[config.mk]
export PLATFORM = sky130hd
export DESIGN_NAME = mc_ctrl_hs
export DESIGN_NICKNAME = d
export VERILOG_FILES = /design/src/rtl/mc_pkg.sv /design/src/rtl/mc_op_decode.sv /design/src/rtl/mc_ctrl_hs.sv
export SDC_FILE = /design/constraint.sdc
export NUM_CORES = 1
export LEC_CHECK = 0
export BUFFER_PORTS_ARGS = -buffer_cell sky130_fd_sc_hd__buf_2
export CORE_MARGIN = 2
export CORE_UTILIZATION = 40
export DETAILED_ROUTE_END_ITERATION = 10
export SLEW_MARGIN = 20
export SYNTH_ARGS = -nofsm -noshare
export SYNTH_HDL_FRONTEND = slang
export SYNTH_HIERARCHICAL = 1
export SYNTH_SLANG_ARGS = --single-unit
export TNS_END_PERCENT = 5
[constraint.sdc]
create_clock -name CLK -period 3.8 [get_ports CLK]
set_clock_uncertainty 0.05 [all_clocks]
set_input_delay 0.76 -clock CLK [delete_from_list [all_inputs] [get_ports CLK]]
set_output_delay 0.76 -clock CLK [all_outputs]
set_load 0.005 [all_outputs]
[src/rtl/mc_pkg.sv]
// mc_pkg: shared encodings for the handshaking multi-cycle control unit.
// Holds FSM state codes, ALU op codes, PC/RegDst mux codes, opcodes and the
// decoded-instruction record passed from mc_op_decode to mc_ctrl_hs.
package mc_pkg;

  // FSM state encodings (also visible on the debug state port)
  localparam logic [2:0] ST_IF    = 3'b000;
  localparam logic [2:0] ST_ID    = 3'b001;
  localparam logic [2:0] ST_EXE   = 3'b010;
  localparam logic [2:0] ST_MEM   = 3'b011;
  localparam logic [2:0] ST_WB    = 3'b100;
  localparam logic [2:0] ST_HALT  = 3'b101;
  localparam logic [2:0] ST_FAULT = 3'b110;

  // ALU function codes
  localparam logic [2:0] ALU_ADD = 3'b000;
  localparam logic [2:0] ALU_SUB = 3'b001;
  localparam logic [2:0] ALU_SLL = 3'b010;
  localparam logic [2:0] ALU_OR  = 3'b011;
  localparam logic [2:0] ALU_AND = 3'b100;
  localparam logic [2:0] ALU_SLT = 3'b110;

  // PC source select
  localparam logic [1:0] PCS_NEXT = 2'b00;
  localparam logic [1:0] PCS_BR   = 2'b01;
  localparam logic [1:0] PCS_JR   = 2'b10;
  localparam logic [1:0] PCS_JMP  = 2'b11;

  // Register destination select
  localparam logic [1:0] RDST_RA = 2'b00;
  localparam logic [1:0] RDST_RT = 2'b01;
  localparam logic [1:0] RDST_RD = 2'b10;

  // Opcodes (IR[31:26])
  localparam logic [5:0] OP_ADD   = 6'b000000;
  localparam logic [5:0] OP_SUB   = 6'b000001;
  localparam logic [5:0] OP_ADDIU = 6'b000010;
  localparam logic [5:0] OP_ANDI  = 6'b010000;
  localparam logic [5:0] OP_AND   = 6'b010001;
  localparam logic [5:0] OP_ORI   = 6'b010010;
  localparam logic [5:0] OP_OR    = 6'b010011;
  localparam logic [5:0] OP_SLL   = 6'b011000;
  localparam logic [5:0] OP_SLTI  = 6'b100110;
  localparam logic [5:0] OP_SLT   = 6'b100111;
  localparam logic [5:0] OP_SW    = 6'b110000;
  localparam logic [5:0] OP_LW    = 6'b110001;
  localparam logic [5:0] OP_BEQ   = 6'b110100;
  localparam logic [5:0] OP_BNE   = 6'b110101;
  localparam logic [5:0] OP_BLTZ  = 6'b110110;
  localparam logic [5:0] OP_J     = 6'b111000;
  localparam logic [5:0] OP_JR    = 6'b111001;
  localparam logic [5:0] OP_JAL   = 6'b111010;
  localparam logic [5:0] OP_HALT  = 6'b111111;

  // Instruction classes: each class follows one fixed path through the FSM
  typedef enum logic [3:0] {
    CL_UNDEF = 4'd0,
    CL_RTYPE = 4'd1,
    CL_IMM   = 4'd2,
    CL_LW    = 4'd3,
    CL_SW    = 4'd4,
    CL_BEQ   = 4'd5,
    CL_BNE   = 4'd6,
    CL_BLTZ  = 4'd7,
    CL_J     = 4'd8,
    CL_JAL   = 4'd9,
    CL_JR    = 4'd10,
    CL_HALT  = 4'd11
  } op_class_t;

  // Static per-opcode decode
  typedef struct packed {
    op_class_t  cls;
    logic [2:0] alu_op;
    logic       extsel;
    logic       alu_src_a;
    logic       alu_src_b;
    logic [1:0] reg_dst;
  } dec_t;

  function automatic logic is_branch(input op_class_t c);
    return (c == CL_BEQ) || (c == CL_BNE) || (c == CL_BLTZ);
  endfunction

endpackage

[src/rtl/mc_op_decode.sv]
// mc_op_decode: purely combinational opcode decoder.
// Ports: op (opcode from IR) in; dec (class + ALUOp/Extsel/ALUSrcA/B/RegDst) out.
// Undefined opcodes decode to CL_UNDEF with all selects zero.
module mc_op_decode
  import mc_pkg::*;
#(
  parameter int OP_W = 6
) (
  input  logic [OP_W-1:0] op,
  output dec_t            dec
);

  always_comb begin
    dec = '0;
    case (op)
      OP_ADD:   begin dec.cls = CL_RTYPE; dec.alu_op = ALU_ADD; dec.reg_dst = RDST_RD; end
      OP_SUB:   begin dec.cls = CL_RTYPE; dec.alu_op = ALU_SUB; dec.reg_dst = RDST_RD; end
      OP_AND:   begin dec.cls = CL_RTYPE; dec.alu_op = ALU_AND; dec.reg_dst = RDST_RD; end
      OP_OR:    begin dec.cls = CL_RTYPE; dec.alu_op = ALU_OR;  dec.reg_dst = RDST_RD; end
      OP_SLT:   begin dec.cls = CL_RTYPE; dec.alu_op = ALU_SLT; dec.reg_dst = RDST_RD; end
      OP_SLL: begin
        dec.cls       = CL_RTYPE;
        dec.alu_op    = ALU_SLL;
        dec.alu_src_a = 1'b1;      // shift amount comes from shamt
        dec.reg_dst   = RDST_RD;
      end
      OP_ADDIU: begin
        dec.cls = CL_IMM; dec.alu_op = ALU_ADD; dec.extsel = 1'b1;
        dec.alu_src_b = 1'b1; dec.reg_dst = RDST_RT;
      end
      OP_ANDI: begin
        dec.cls = CL_IMM; dec.alu_op = ALU_AND;
        dec.alu_src_b = 1'b1; dec.reg_dst = RDST_RT;
      end
      OP_ORI: begin
        dec.cls = CL_IMM; dec.alu_op = ALU_OR;
        dec.alu_src_b = 1'b1; dec.reg_dst = RDST_RT;
      end
      OP_SLTI: begin
        dec.cls = CL_IMM; dec.alu_op = ALU_SLT; dec.extsel = 1'b1;
        dec.alu_src_b = 1'b1; dec.reg_dst = RDST_RT;
      end
      OP_LW: begin
        dec.cls = CL_LW; dec.alu_op = ALU_ADD; dec.extsel = 1'b1;
        dec.alu_src_b = 1'b1; dec.reg_dst = RDST_RT;
      end
      OP_SW: begin
        dec.cls = CL_SW; dec.alu_op = ALU_ADD; dec.extsel = 1'b1;
        dec.alu_src_b = 1'b1;
      end
      OP_BEQ:  begin dec.cls = CL_BEQ;  dec.alu_op = ALU_SUB; dec.extsel = 1'b1; end
      OP_BNE:  begin dec.cls = CL_BNE;  dec.alu_op = ALU_SUB; dec.extsel = 1'b1; end
      // bltz compares rs against $0 with slt; the ALU sign bit decides
      OP_BLTZ: begin dec.cls = CL_BLTZ; dec.alu_op = ALU_SLT; dec.extsel = 1'b1; end
      OP_J:    dec.cls = CL_J;
      OP_JAL:  dec.cls = CL_JAL;
      OP_JR:   dec.cls = CL_JR;
      OP_HALT: dec.cls = CL_HALT;
      default: dec.cls = CL_UNDEF;
    endcase
  end

endmodule

[src/rtl/mc_ctrl_hs.sv]
// mc_ctrl_hs: multi-cycle MIPS-subset control FSM with imem/dmem wait-state
// handshakes, a wait watchdog, sticky FAULT and HALT states.
// Ports: CLK/RST, Op/zero/sign/acks in; datapath strobes, mux selects, state/fault/halted out.
module mc_ctrl_hs
  import mc_pkg::*;
#(
  parameter int OP_W     = 6,
  parameter int ALUOP_W  = 3,
  parameter int WAIT_MAX = 15,
  parameter int CNT_W    = 8
) (
  input  logic               CLK,
  input  logic               RST,
  input  logic [OP_W-1:0]    Op,
  input  logic               zero,
  input  logic               sign,
  input  logic               imem_ack,
  input  logic               dmem_ack,
  output logic               imem_req,
  output logic               dmem_req,
  output logic               PCWre,
  output logic               IRWre,
  output logic               RegWre,
  output logic               Extsel,
  output logic               InsMemRW,
  output logic               WrRegDSrc,
  output logic [1:0]         RegDst,
  output logic               ALUSrcA,
  output logic               ALUSrcB,
  output logic [ALUOP_W-1:0] ALUOp,
  output logic [1:0]         PCSrc,
  output logic               RD,
  output logic               WR,
  output logic               DBDataSrc,
  output logic [2:0]         state,
  output logic               fault,
  output logic               halted
);

  localparam logic [CNT_W-1:0] WAIT_LIM = CNT_W'(WAIT_MAX);

  logic [2:0]       state_q;
  logic [2:0]       next_state;
  logic [CNT_W-1:0] wait_cnt;
  logic             wait_tmo;
  logic             taken;
  dec_t             dec;

  mc_op_decode #(.OP_W(OP_W)) u_dec (
    .op  (Op),
    .dec (dec)
  );

  assign state    = state_q;
  // Counter already at the limit and still no ack: this cycle is the last allowed wait
  assign wait_tmo = (wait_cnt == WAIT_LIM);
  assign taken    = ((dec.cls == CL_BEQ)  &&  zero) ||
                    ((dec.cls == CL_BNE)  && !zero) ||
                    ((dec.cls == CL_BLTZ) &&  sign);

  // Outputs are gated by RST directly so a reset mid-cycle kills any strobe at once
  always_comb begin
    next_state = state_q;
    imem_req   = 1'b0;
    dmem_req   = 1'b0;
    PCWre      = 1'b0;
    IRWre      = 1'b0;
    RegWre     = 1'b0;
    Extsel     = 1'b0;
    InsMemRW   = 1'b0;
    WrRegDSrc  = 1'b0;
    RegDst     = RDST_RA;
    ALUSrcA    = 1'b0;
    ALUSrcB    = 1'b0;
    ALUOp      = '0;
    PCSrc      = PCS_NEXT;
    RD         = 1'b0;
    WR         = 1'b0;
    DBDataSrc  = 1'b0;
    fault      = 1'b0;
    halted     = 1'b0;

    if (!RST) begin
      InsMemRW  = 1'b1;
      WrRegDSrc = 1'b1;
      Extsel    = dec.extsel;
      ALUSrcA   = dec.alu_src_a;
      ALUSrcB   = dec.alu_src_b;
      ALUOp     = ALUOP_W'(dec.alu_op);

      case (state_q)
        ST_IF: begin
          imem_req = 1'b1;
          if (imem_ack) begin
            IRWre      = 1'b1;
            next_state = ST_ID;
          end else if (wait_tmo) begin
            next_state = ST_FAULT;
          end
        end

        ST_ID: begin
          case (dec.cls)
            CL_HALT:  next_state = ST_HALT;
            CL_UNDEF: next_state = ST_FAULT;
            CL_J: begin
              PCWre      = 1'b1;
              PCSrc      = PCS_JMP;
              next_state = ST_IF;
            end
            CL_JAL: begin
              PCWre      = 1'b1;
              PCSrc      = PCS_JMP;
              RegWre     = 1'b1;
              RegDst     = RDST_RA;
              WrRegDSrc  = 1'b0;   // link value is PC+4
              next_state = ST_IF;
            end
            CL_JR: begin
              PCWre      = 1'b1;
              PCSrc      = PCS_JR;
              next_state = ST_IF;
            end
            default:  next_state = ST_EXE;
          endcase
        end

        ST_EXE: begin
          if (is_branch(dec.cls)) begin
            PCWre      = 1'b1;
            PCSrc      = taken ? PCS_BR : PCS_NEXT;
            next_state = ST_IF;
          end else if ((dec.cls == CL_LW) || (dec.cls == CL_SW)) begin
            next_state = ST_MEM;
          end else begin
            next_state = ST_WB;
          end
        end

        ST_MEM: begin
          dmem_req = 1'b1;
          RD       = (dec.cls == CL_LW);
          WR       = (dec.cls == CL_SW);
          if (dmem_ack) begin
            if (dec.cls == CL_SW) begin
              PCWre      = 1'b1;
              next_state = ST_IF;
            end else begin
              next_state = ST_WB;
            end
          end else if (wait_tmo) begin
            next_state = ST_FAULT;
          end
        end

        ST_WB: begin
          RegWre     = 1'b1;
          PCWre      = 1'b1;
          PCSrc      = PCS_NEXT;
          DBDataSrc  = (dec.cls == CL_LW);
          RegDst     = dec.reg_dst;
          next_state = ST_IF;
        end

        ST_HALT:  halted = 1'b1;
        ST_FAULT: fault  = 1'b1;
        // Unused encoding can only come from an upset; park it in FAULT
        default:  next_state = ST_FAULT;
      endcase
    end
  end

  always_ff @(posedge CLK or posedge RST) begin
    if (RST) begin
      state_q <= ST_IF;
    end else begin
      state_q <= next_state;
    end
  end

  // Counts consecutive cycles spent waiting in IF or MEM; any transition clears it
  always_ff @(posedge CLK or posedge RST) begin
    if (RST) begin
      wait_cnt <= '0;
    end else if (next_state != state_q) begin
      wait_cnt <= '0;
    end else if ((state_q == ST_IF) || (state_q == ST_MEM)) begin
      wait_cnt <= wait_cnt + 1'b1;
    end
  end

endmodule
==> metrics.csv <==
stage,metric,value,unit
worst_setup_path,cpMaxStageDelayCell,or4b_4,
yosys,synth_cells,206,
floorplanning,die_w,65.5,microns
detailed_routing,first_iter_violations,157,
worst_setup_path,critical_path.cell_chain,buf_2 > nand2_1 > xor2_1 > a32oi_1 > o22ai_1 > or4b_4 > o32a_2 > a21oi_1 > buf_2,
layout,diodes,0,
detailed_routing,vias,1636,
place,place_area,1700,sq um
yosys,synth_top_area_share,0.182,
floorplanning,num_rows,22,
clock_tree,htreeDepth,1,
timing,worst_pin_slew,0.676,ns
detailed_routing,drt-wirelength-per-cell,13.6,microns
timing,final-hold-violation-count,0,
power,peakVddDrop,0.266,mV
timing,whs,0.535,ns
yosys,syn_area,1510,sq um
detailed_routing,dr_wl_met3,111,microns
worst_hold_path,hold_depth,2,
clock_tree,cts.sinks,11,
floorplanning,pin_count,37,
layout,drive_gt1_frac,0.248,
timing,rsz0062_at_grt,false,
worst_setup_path,end_kind,output port,
power,p_leak,0.758,nW
worst_setup_path,crit_start,Op[2],
worst_setup_path,timing.rr.start,state[1],
yosys,ys_seq_area_frac,0.182,
clock_tree,cts_max_path_buffers,2,
yosys,synth.distinct_cells,60,
global_route,grt-ovfl-total,0,
detailed_routing,wl_met1,1.94,mm
worst_setup_path,cp_max_fo,11,
timing,maxSlewViolCount,0,
layout,final_nets,248,
floorplanning,coreArea,3660,sq um
worst_hold_path,worstHoldStart,wait_cnt[3],
clock_tree,clk_latency,0.24,ns
yosys,ys_async_sr_fraction,1.00,
timing,fmax,282,MHz
worst_hold_path,worstHoldEndpoint,wait_cnt[3],
detailed_routing,drtAntennaViolNets,0,
clock_tree,ctsResizeCount,0,
layout,area_growth,15.1,%
worst_setup_path,max_stage_delay,0.57,ns
global_route,grt_pass1_vias,1413,
worst_setup_path,reg2reg_to,wait_cnt[4],
worst_setup_path,r2r_slack,1.52,ns
yosys,synth.ff_latch_count,11,
clock_tree,cts_setup_buffers,0,
yosys,syn_avg_cell_area,7.34,sq um
worst_hold_path,min_path_type,reg2reg,
layout,register_area,275,sq um
worst_setup_path,cp.arrival,2.73,ns
yosys,synth_nets,219,
worst_setup_path,worstSetupStartpointType,primary input,
yosys,synth_warnings,6,
yosys,synth_top_area_cell,dfrtp_1,
yosys,yosysMostFrequentCell,nand2_1,
worst_setup_path,critPathBufInv,2,
clock_tree,tritoncts,done,
detailed_routing,viasPerCell,5.80,
global_route,grt_pass1_wl,6.48,mm
floorplanning,dieHeight,65.5,microns
yosys,synth-edff-count,0,
timing,min_period,3.54,ns
run_status,outcome,finished clean,
timing,setup_viol,0,
worst_setup_path,crit_top_cell,buf_2,
global_route,grtUsageTotal,0.185,
place,port_buffers,36,
timing,tns,0,ns
global_route,antenna_found_initial,0,
timing,final.period_utilization,0.932,
layout,nFillCells,373,
power,pwr_density_cell,384,nW/um^2
flow_run,maxCapViolations,0,
place,routabilityCongestion,0.832,
layout,multi_input_area,1100,sq um
place,dpl.hpwl,2.72,mm
worst_setup_path,rr_worst_depth,5,
timing,maxSlewHeadroom,0.545,
global_route,grt_max_degree,29,
layout,postLayoutCoreUtil,0.476,
floorplanning,initial_core_util,0.413,
clock_tree,clkTransAtPathRegs,0.05,ns
detailed_routing,drt-total-wl,3.84,mm
detailed_routing,drcViolationCount,0,
power,design_power_total,0.000669,W
clock_tree,cts_made_buffers,3,
worst_setup_path,cp_top_family,compound AO/OA/AOI/OAI gates,
yosys,synth_area_leaders,"dfrtp_1 (18%), nor4_1 (6.2%), nand2_1 (4.7%), nor2b_1 (3.7%), a21oi_1 (3.6%)",
detailed_routing,drt_first_pass_iters,4,
layout,postLayoutCellArea,1740,sq um
yosys,ys_top_cells_by_count,"nand2_1 (19), nor4_1 (15), nor2_1 (12)",
detailed_routing,highest-signal-layer,met4,
clock_tree,hold_buffers,0,
clock_tree,cts_root_buf,clkbuf_8,
detailed_routing,wl_met2,1.76,mm
yosys,synth_flop_cell,dfrtp_1,
floorplanning,die-area,4290,sq um
worst_setup_path,path_class,in2out,
worst_setup_path,required,2.99,ns
## registers in the layout (all words and copies together), names as in the netlist
| signal | cells |
|---|---|
| wait_cnt | 8 |
| state | 3 |
## worst min-delay path, delay by kind of cell (launching register included)
family	cells	cell delay, ns
XOR/XNOR	1	0.13
AND/OR/NAND/NOR	1	0.04
flip-flops	1	0.38
## logic make-up after synthesis
logic type | after synthesis | share of synthesized area
and+or+nand+nor | 102 | 0.380
AOI/OAI and AO/OA | 50 | 0.242
buffers and inverters | 26 | 0.0893
xor gates and xnor gates | 11 | 0.0637
DFF | 11 | 0.182
muxes | 4 | 0.0273
adders and majority gates | 2 | 0.0157
## power by group
group / internal [W] / switching (W) / total [W]
Sequential: 0.000137 / 0.0000715 / 0.000209
Combinational: 0.000146 / 0.000199 / 0.000345
Clock: 0.0000735 / 0.0000420 / 0.000115
Total: 0.000357 / 0.000312 / 0.000669
## area by class of cell
class                           count  share of cell area
Multi-Input combinational cell    169               0.633
Sequential cell                    11               0.158
Tap cell                           48              0.0345
Clock buffer                        4              0.0259
Timing Repair Buffer               43               0.134
Inverter                            7              0.0151
## layout by cell type (no fill, tap or decap), types with 6 or more instances in the layout
cell type	n
nor2b_1	9
nand2_1	19
buf_4	7
a21oi_1	11
dfrtp_1	11
buf_2	36
nor4_1	15
xor2_1	6
nor2_1	12
nor3_1	10
o21ai_0	6
nand3_1	7
## how the worst max path moves through the flow
stage               slack, ns  cells after the start     to
CTS                      0.27                      9  PCWre
floorplan                0.48                      8  PCWre
global placement         0.28                      9  PCWre
global route             0.04                     10  PCWre
detailed placement       0.28                      9  PCWre
finish                   0.26                      9  PCWre
## routing by layer
layer | up-vias | GRT usage
met1 | 787 | 0.284
met2 | 30 | 0.284
met4 | 0 | 0.0391
met3 | 4 | 0.0120
li1 | 815 | -
met5 | - | 0
## per-stage QoR
stage	setup slack, ns	cells
floorplan	0.481	206
global placement	0.276	278
detailed placement	0.281	278
CTS	0.273	282
global route	0.0371	282
finish	0.259	282
(Power assumes the default switching activity.)
